File: src/rtl/apb_multi_slave_master.sv
`default_nettype none
// ============================================================================
// Module   : apb_multi_slave_master
// Brief    : APB4 master that queues host requests in a FIFO and decodes PSEL
//            from the top address bits. Runs back-to-back transfers and aborts
//            stalled accesses after a wait-state timeout.
// Revision : 1.0 - initial release
// ============================================================================
module apb_multi_slave_master #(
    parameter int ADDR_WIDTH     = 32,
    parameter int DATA_WIDTH     = 32,
    parameter int NUM_SLAVES     = 4,
    parameter int FIFO_DEPTH     = 4,
    parameter int TIMEOUT_CYCLES = 16
) (
    input  logic                            PCLK,
    input  logic                            PRESET,
    input  logic                            transfer,
    output logic                            req_ready,
    input  logic                            write_read,
    input  logic [ADDR_WIDTH-1:0]           addr_in,
    input  logic [DATA_WIDTH-1:0]           wdata_in,
    input  logic [DATA_WIDTH/8-1:0]         strb_in,
    output logic [ADDR_WIDTH-1:0]           PADDR,
    output logic [NUM_SLAVES-1:0]           PSEL,
    output logic                            PENABLE,
    output logic                            PWRITE,
    output logic [DATA_WIDTH-1:0]           PWDATA,
    output logic [DATA_WIDTH/8-1:0]         PSTRB,
    input  logic [DATA_WIDTH-1:0]           PRDATA,
    input  logic                            PREADY,
    input  logic                            PSLVERR,
    output logic [DATA_WIDTH-1:0]           rdata_out,
    output logic                            transfer_done,
    output logic                            error,
    output logic                            timeout,
    output logic [$clog2(FIFO_DEPTH):0]     fifo_count
);

    localparam int c_STRB_W   = DATA_WIDTH / 8;
    localparam int c_SEL_BITS = (NUM_SLAVES > 1) ? $clog2(NUM_SLAVES) : 0;
    localparam int c_IDX_W    = (c_SEL_BITS > 0) ? c_SEL_BITS : 1;
    localparam int c_PTR_W    = $clog2(FIFO_DEPTH);
    localparam int c_CNT_W    = c_PTR_W + 1;
    localparam int c_ENT_W    = ADDR_WIDTH + 1 + DATA_WIDTH + c_STRB_W;
    localparam int c_TO_W     = (TIMEOUT_CYCLES > 0) ? $clog2(TIMEOUT_CYCLES + 1) : 1;
    localparam logic [c_TO_W-1:0] c_TO_LAST = c_TO_W'(TIMEOUT_CYCLES - 1);

    typedef enum logic [1:0] {
        S_IDLE   = 2'd0,
        S_SETUP  = 2'd1,
        S_ACCESS = 2'd2
    } state_t;

    // ------------------------------------------------------------------
    // Request FIFO
    // ------------------------------------------------------------------
    logic [c_ENT_W-1:0]    fifo_mem_q [FIFO_DEPTH];
    logic [c_PTR_W-1:0]    wr_ptr_q;
    logic [c_PTR_W-1:0]    rd_ptr_q;
    logic [c_CNT_W-1:0]    count_q;
    logic                  w_full;
    logic                  w_empty;
    logic                  w_push;
    logic                  w_pop;

    logic [ADDR_WIDTH-1:0] w_head_addr;
    logic                  w_head_write;
    logic [DATA_WIDTH-1:0] w_head_wdata;
    logic [c_STRB_W-1:0]   w_head_strb;

    assign w_full  = (count_q == c_CNT_W'(FIFO_DEPTH));
    assign w_empty = (count_q == '0);
    // A full FIFO refuses the push even when the same cycle frees a slot.
    assign w_push  = transfer && !w_full;

    always_ff @(posedge PCLK) begin
        if (PRESET) begin
            wr_ptr_q <= '0;
            rd_ptr_q <= '0;
            count_q  <= '0;
        end else begin
            if (w_push) wr_ptr_q <= wr_ptr_q + 1'b1;
            if (w_pop)  rd_ptr_q <= rd_ptr_q + 1'b1;
            case ({w_push, w_pop})
                2'b10:   count_q <= count_q + 1'b1;
                2'b01:   count_q <= count_q - 1'b1;
                default: count_q <= count_q;
            endcase
        end
    end

    always_ff @(posedge PCLK) begin
        if (w_push) fifo_mem_q[wr_ptr_q] <= {addr_in, write_read, wdata_in, strb_in};
    end

    assign {w_head_addr, w_head_write, w_head_wdata, w_head_strb} = fifo_mem_q[rd_ptr_q];

    // ------------------------------------------------------------------
    // Slave decode of the FIFO head
    // ------------------------------------------------------------------
    logic [c_IDX_W-1:0] w_idx;
    logic               w_idx_valid;
    logic               w_head_ok;

    generate
        if (c_SEL_BITS == 0) begin : g_single_slave
            assign w_idx = '0;
        end else begin : g_multi_slave
            assign w_idx = w_head_addr[ADDR_WIDTH-1 -: c_IDX_W];
        end
    endgenerate

    assign w_idx_valid = ({{(32 - c_IDX_W){1'b0}}, w_idx} < 32'(NUM_SLAVES));
    assign w_head_ok   = !w_empty && w_idx_valid;

    // ------------------------------------------------------------------
    // Transfer FSM
    // ------------------------------------------------------------------
    state_t                state_q, state_d;
    logic [ADDR_WIDTH-1:0] paddr_q, paddr_d;
    logic [NUM_SLAVES-1:0] psel_q, psel_d;
    logic                  penable_q, penable_d;
    logic                  pwrite_q, pwrite_d;
    logic [DATA_WIDTH-1:0] pwdata_q, pwdata_d;
    logic [c_STRB_W-1:0]   pstrb_q, pstrb_d;
    logic [DATA_WIDTH-1:0] rdata_q, rdata_d;
    logic                  done_q, done_d;
    logic                  error_q, error_d;
    logic                  timeout_q, timeout_d;
    logic [c_TO_W-1:0]     tocnt_q, tocnt_d;
    logic                  w_finish;
    logic                  w_load;
    logic                  w_to_hit;

    assign w_to_hit = (TIMEOUT_CYCLES != 0) && (tocnt_q == c_TO_LAST);

    always_ff @(posedge PCLK) begin
        if (PRESET) begin
            state_q   <= S_IDLE;
            paddr_q   <= '0;
            psel_q    <= '0;
            penable_q <= 1'b0;
            pwrite_q  <= 1'b0;
            pwdata_q  <= '0;
            pstrb_q   <= '0;
            rdata_q   <= '0;
            done_q    <= 1'b0;
            error_q   <= 1'b0;
            timeout_q <= 1'b0;
            tocnt_q   <= '0;
        end else begin
            state_q   <= state_d;
            paddr_q   <= paddr_d;
            psel_q    <= psel_d;
            penable_q <= penable_d;
            pwrite_q  <= pwrite_d;
            pwdata_q  <= pwdata_d;
            pstrb_q   <= pstrb_d;
            rdata_q   <= rdata_d;
            done_q    <= done_d;
            error_q   <= error_d;
            timeout_q <= timeout_d;
            tocnt_q   <= tocnt_d;
        end
    end

    always_comb begin
        state_d   = state_q;
        paddr_d   = paddr_q;
        psel_d    = psel_q;
        penable_d = penable_q;
        pwrite_d  = pwrite_q;
        pwdata_d  = pwdata_q;
        pstrb_d   = pstrb_q;
        rdata_d   = rdata_q;
        done_d    = 1'b0;
        error_d   = 1'b0;
        timeout_d = 1'b0;
        tocnt_d   = tocnt_q;
        w_pop     = 1'b0;
        w_load    = 1'b0;
        w_finish  = 1'b0;

        unique case (state_q)
            S_IDLE: begin
                if (!w_empty) begin
                    w_pop = 1'b1;
                    if (w_idx_valid) begin
                        w_load = 1'b1;
                    end else begin
                        // Undecodable address: retire it without touching the bus.
                        done_d  = 1'b1;
                        error_d = 1'b1;
                    end
                end
            end
            S_SETUP: begin
                state_d   = S_ACCESS;
                penable_d = 1'b1;
                tocnt_d   = '0;
            end
            S_ACCESS: begin
                if (PREADY) begin
                    done_d   = 1'b1;
                    error_d  = PSLVERR;
                    w_finish = 1'b1;
                    if (!pwrite_q) rdata_d = PRDATA;
                end else if (w_to_hit) begin
                    done_d    = 1'b1;
                    error_d   = 1'b1;
                    timeout_d = 1'b1;
                    w_finish  = 1'b1;
                    if (!pwrite_q) rdata_d = '0;
                end else begin
                    tocnt_d = tocnt_q + 1'b1;
                end
            end
            default: state_d = S_IDLE;
        endcase

        // Chain straight into the next SETUP when a decodable request waits.
        if (w_finish) begin
            if (w_head_ok) begin
                w_pop  = 1'b1;
                w_load = 1'b1;
            end else begin
                state_d   = S_IDLE;
                psel_d    = '0;
                penable_d = 1'b0;
            end
        end

        if (w_load) begin
            state_d   = S_SETUP;
            paddr_d   = w_head_addr;
            psel_d    = NUM_SLAVES'(1) << w_idx;
            penable_d = 1'b0;
            pwrite_d  = w_head_write;
            pwdata_d  = w_head_write ? w_head_wdata : '0;
            pstrb_d   = w_head_write ? w_head_strb  : '0;
        end
    end

    // ------------------------------------------------------------------
    // Outputs, forced low while reset is asserted
    // ------------------------------------------------------------------
    assign req_ready     = PRESET | !w_full;
    assign PADDR         = PRESET ? '0   : paddr_q;
    assign PSEL          = PRESET ? '0   : psel_q;
    assign PENABLE       = !PRESET && penable_q;
    assign PWRITE        = !PRESET && pwrite_q;
    assign PWDATA        = PRESET ? '0   : pwdata_q;
    assign PSTRB         = PRESET ? '0   : pstrb_q;
    assign rdata_out     = PRESET ? '0   : rdata_q;
    assign transfer_done = !PRESET && done_q;
    assign error         = !PRESET && error_q;
    assign timeout       = !PRESET && timeout_q;
    assign fifo_count    = PRESET ? '0   : count_q;

endmodule
`default_nettype wire

File: config.mk
export PLATFORM = sky130hd
export DESIGN_NAME = apb_multi_slave_master
export DESIGN_NICKNAME = d
export VERILOG_FILES = /design/src/rtl/apb_multi_slave_master.sv
export SDC_FILE = /design/constraint.sdc
export NUM_CORES = 1
export LEC_CHECK = 0
export ABC_AREA = 1
export BUFFER_PORTS_ARGS = -buffer_cell sky130_fd_sc_hd__buf_2
export CORE_MARGIN = 1
export CORE_UTILIZATION = 57
export CTS_BUF_LIST = sky130_fd_sc_hd__clkbuf_8
export CTS_CLUSTER_DIAMETER = 100
export CTS_CLUSTER_SIZE = 25
export DETAILED_ROUTE_END_ITERATION = 7
export PLACE_DENSITY = 0.81
export SETUP_SLACK_MARGIN = 0.3
export SKIP_CTS_REPAIR_TIMING = 1
export SYNTH_ARGS = -nofsm -noshare
export SYNTH_HDL_FRONTEND = slang
export SYNTH_SLANG_ARGS = --single-unit
export TNS_END_PERCENT = 20
File: constraint.sdc
create_clock -name PCLK -period 13.7 [get_ports PCLK]
set_clock_uncertainty 0.15 [all_clocks]
set_input_delay 2.055 -clock PCLK [delete_from_list [all_inputs] [get_ports PCLK]]
set_output_delay 2.055 -clock PCLK [all_outputs]
set_load 0.02 [all_outputs]
After elaboration in Yosys (flattened, before gate mapping) --
Memory sizes are Yosys's and may differ from the RTL's. A register that Yosys moved wholly into a read port is not among the register bits. Index checks and enable logic that the tools add are counted. W data, S select, Z words.
Cells by class: shift operators 1, mux-type cells 38, equal/unequal tests 8, order comparisons 0, reductions and logical operators 22, bitwise logic cells 3, $add $sub $neg 5, $mul 0, divide/modulo/power cells 0
Operators by type and width (count):
- $mux W32 | 8
- $mux W4 | 6
- $mux W1 | 14
- $mux W5 | 2
- $pmux W5 S2 | 1
- $reduce_bool A2 Y1 | 5
- $mux W2 | 4
- $logic_and A1 B1 Y1 | 6
- $pmux W3 S2 | 1
- $reduce_and A3 Y1 | 2
- $reduce_or A2 Y1 | 3
- $add A5 B1 Y5 const B | 1
- $eq A5 B4 Y1 const B | 1
- $add A2 B1 Y2 const B | 2
- $eq A2 B1 Y1 const B | 2
- $eq A2 B2 Y1 const B | 2
- $ne A2 B2 Y1 const B | 2
- $pmux W2 S2 | 1
- $shl A1 B2 Y4 const A | 1
- $add A3 B1 Y3 const B | 1
- $eq A3 B3 Y1 const B | 1
- $logic_not A3 Y1 | 1
- $mux W3 | 1
- $reduce_or A3 Y1 | 1
- other kinds (6) | 8
Storage, ports and cells: ROM bits 0, bits in registers 123, logic and storage cells 94, memories 1, RAM bits 276, latch bits 0
Memory list:
- fifo_mem_q | words 4, width 69, rd ports 1, clocked after memory_dff 1, write ports 1, RTL line 58 | logic [c_ENT_W-1:0] fifo_mem_q [FIFO_DEPTH];

Logic depth before layout (Yosys ltp) --
depth after elaboration 7, gate-level depth with buffers 15

Worst setup path before layout --
OpenSTA, ideal clock, no wires.
kind input -> register, start point input port transfer, end point memory fifo_mem_q[0][0] in the netlist's numbering, enable pin, data arrival time 5.111 ns, cell stages on the path 2, path slack 7.942 ns, required time 13.053 ns, cell sequence nand2_1 > nor2_1
Between the ends: longest elaborated chain between the ends 3
RTL lines:
- start: declaration | RTL line 18 | input logic transfer,
- $logic_and A1 B1 Y1 | RTL line 75 | assign w_push = transfer && !w_full;
- $mux W1 | RTL line 94 | if (w_push) fifo_mem_q[wr_ptr_q] <= {addr_in, write_read, wdata_in, strb_in};
- $mux W1 (implied by the code) | RTL line 94
- end: declaration | RTL line 58
Every way passes these cells.

Final worst setup path --
start point input port PRESET, end point output port req_ready
Between the ends: longest elaborated chain between the ends 1
RTL lines:
- start: declaration | RTL line 17 | input logic PRESET,
- $or A1 B1 Y1 | RTL line 248 | assign req_ready = PRESET | !w_full;
- end: declaration | RTL line 19 | output logic req_ready,
Every way passes these cells.

==> reports/results.tsv <==
stage	metric	value	unit
yosys	Synth Area in Compound Gates	0.0707	
yosys	mux share of post-synthesis cell area	0	
timing	Worst Tran Pin Value	1170	ps
route	DR iter-0 viols	895	
timing	Fin. Hold Viols	0	
yosys	Unique masters post-synth	28	
timing	Max Slew Vio Count	0	
power	Max VDD drop	0.113	mV
yosys	Synth Area in Simple Gates	0.182	
critical_path	CP required	11490	ps
yosys	post-synthesis xor/xnor area fraction	0.000550	
cells_and_area	area grow syn2layout	10.1	%
global_routing	first-pass GRT wire length	53.4	mm
global_routing	gr usage total	0.239	
floorplan	die extent in y	169	um
timing	Final TNS setup	0	ps
job	Max-cap violations	0	
route	first-pass iteration count of the detailed router	5	
clocking	CTS buffer count	20	
yosys	sequential area share after synthesis	0.677	
yosys	mapped cell area	0.0159	mm2
yosys	largest family of logic cells by synthesized area	simple AND/OR/NAND/NOR gates	
critical_path	Critical Path Source Type	primary input	
clocking	CTS Sinks	401	
yosys	Yosys Warn Count	0	
clocking	Clock Pin Slew Worst Setup and Hold Paths	140	ps
floorplan	io pins	219	
cells_and_area	Layout Nets	1870	
yosys	register bit total from synthesis	401	
clocking	Clock Latency Late Sink	580	ps
cells_and_area	Finished Core Util	0.646	
yosys	Synth top area share	0.520	
timing	Slew headroom	0.219	
timing	RSZ-0062 raised after global routing	false	
floorplan	initial core utilization	0.586	
floorplan	core area	0.0272	mm2
route	via count	11055	
placed_design	HPWL Detailed	19.7	mm
timing	fin crit period	5900	ps
hold_path	worst min path class	reg2reg	
clocking	worst-case clock buffer depth	3	
timing	fmax	0.169	GHz
yosys	syn nets	1708	
clocking	clk root buf	clkbuf_8	
route	final wirelength	33.7	mm
critical_path	WP data arrival	3700	ps
power	power per cell area	178	mW/mm2
yosys	Synth Area in Adders	0.00989	
timing	final setup fails	0	
yosys	synth top area cells	edfxtp_1 52%, dfxtp_1 16%, nor2_1 9.5%, nand2_1 5.7%, o21ai_0 5.3%	
timing	Min Hold Slack	313	ps
global_routing	vias in the first global route	10493	
global_routing	initial antenna violation count	10	
critical_path	CP endpoint kind	output pin	
placed_design	I/O Buffers	218	
placed_design	Final GP Congestion	0.773	
cells_and_area	layout cells sized above 1	0.153	
yosys	Syn Inst Count	1590	
route	Routed Antenna Nets	0	
yosys	synthesized area per cell	10.0	um2
power	leakage	6.96	nW
global_routing	total gr overflow	0	
global_routing	largest net degree at the start of global routing	81	
yosys	post-synth top area cell	edfxtp_1	
floorplan	Die ar.	0.0286	mm2
clocking	CTS tree	done	
floorplan	# rows	60	
critical_path	Worst Path Class, Setup	in2out	
run_status	outcome	finished clean	
floorplan	Die X	169	um
route	drt drc	0	
cells_and_area	FILL cells	2168	
placed_design	dpl cell area	0.0171	mm2
clocking	H-tree depth	1	
route	routed len/inst	15.7	um
route	vias per std cell	5.15	
cells_and_area	design area	0.0176	mm2
critical_path	Crit Path Max Fanout	66	
timing	crit share post-route	0.431	
-- cell families after synthesis --
family                     after synthesis
DFF                                    401
xor gates and xnor gates                 1
and+or+nand+nor                        733
AOI/OAI and AO/OA                      223
adders and majority gates               12
buffers and inverters                  220
-- final timing paths --
kind | start | to | slack (ps) | cells after the start
setup / recovery | PRESET | req_ready | 7800 | 5
hold / removal | pwdata_q[5] | pwdata_q[5] | 310 | 2
setup reg to reg | tocnt_q[0] | pstrb_q[2] | 10360 | 11
hold reg to reg | pwdata_q[5] | pwdata_q[5] | 310 | 2
-- flip-flops by register name, indices dropped and copies added (netlist names), 3 cells and up, named ones only --
name and flops:
count_q 3, fifo_mem_q 276, paddr_q 32, psel_q 4
pstrb_q 4, pwdata_q 32, rdata_q 32, tocnt_q 5
-- routing by layer --
layer	global-route usage	vias up	wire length (um)
met3	0.0420	53	2330
met5	0	-	34
met4	0.0776	6	695
li1	-	5525	-
met1	0.293	5114	13700
met2	0.427	357	17000
-- cell usage in the layout, fill, tap and decap left out, drive strengths merged --
cell / n
nor2: 407
o21a: 1
clkbuf: 21
nand2: 248
xor2: 1
nand3: 76
nor3: 1
edfxtp: 276
clkinv: 1
o22ai: 1
o21ai: 210
buf: 228
dfxtp: 125
diode: 7
ha: 11
a21oi: 10
o211ai: 1
bufinv: 1
and3: 1
inv: 145
fa: 1
-- cell usage after synthesis --
cell and n:
buf_4 8, o21ai_0 168, dfxtp_1 125, nor2_2 2, o21a_1 1, ha_1 11, fa_1 1, o211ai_1 1
xor2_1 1, buf_6 7, nor2_4 3, clkbuf_1 30, nor2_1 402, nand3_1 76, edfxtp_1 276, nand2_1 243
buf_2 39, inv_1 129, a21oi_1 10, buf_1 4, nand2_2 4, nor3_1 1, inv_2 3, o21ai_2 1
and3_1 1, o21ai_1 41, nand2_4 1, o22ai_1 1
-- final cells by class --
cell class | instances | area (um2) | area share
flip-flops and latches | 401 | 10800 | 0.615
inverters | 132 | 498 | 0.0284
clock buffers | 21 | 289 | 0.0165
multi-input cells | 969 | 4220 | 0.240
repair buffers | 228 | 1170 | 0.0666
well taps | 372 | 465 | 0.0265
clock inverters | 15 | 96.3 | 0.00549
diodes | 7 | 17.5 | 0.000998
-- metrics by stage --
stage | setup WS, ps | instances | power (W)
after floorplan | 7940 | 1590 | 0.00237
after global placement | 7900 | 2102 | 0.00261
after detailed placement | 7790 | 2102 | 0.00265
after CTS | 7790 | 2138 | 0.00314
after global routing | 7640 | 2141 | 0.00333
final | 7800 | 2145 | 0.00312
-- power breakdown --
part | internal, W | leakage, nW | total (W) | switching (W)
Sequential | 0.00149 | 3.55 | 0.00161 | 0.000122
Clock | 0.000159 | 0.244 | 0.000501 | 0.000342
Combinational | 0.000292 | 3.17 | 0.00100 | 0.000708
Total | 0.00194 | 6.96 | 0.00312 | 0.00117
-- critical path: stages --
cell,delay [ps]
buf_4,470
buf_4,700
nor2_1,150
nand2_1,110
buf_2,160
(Power assumes the default switching activity.)
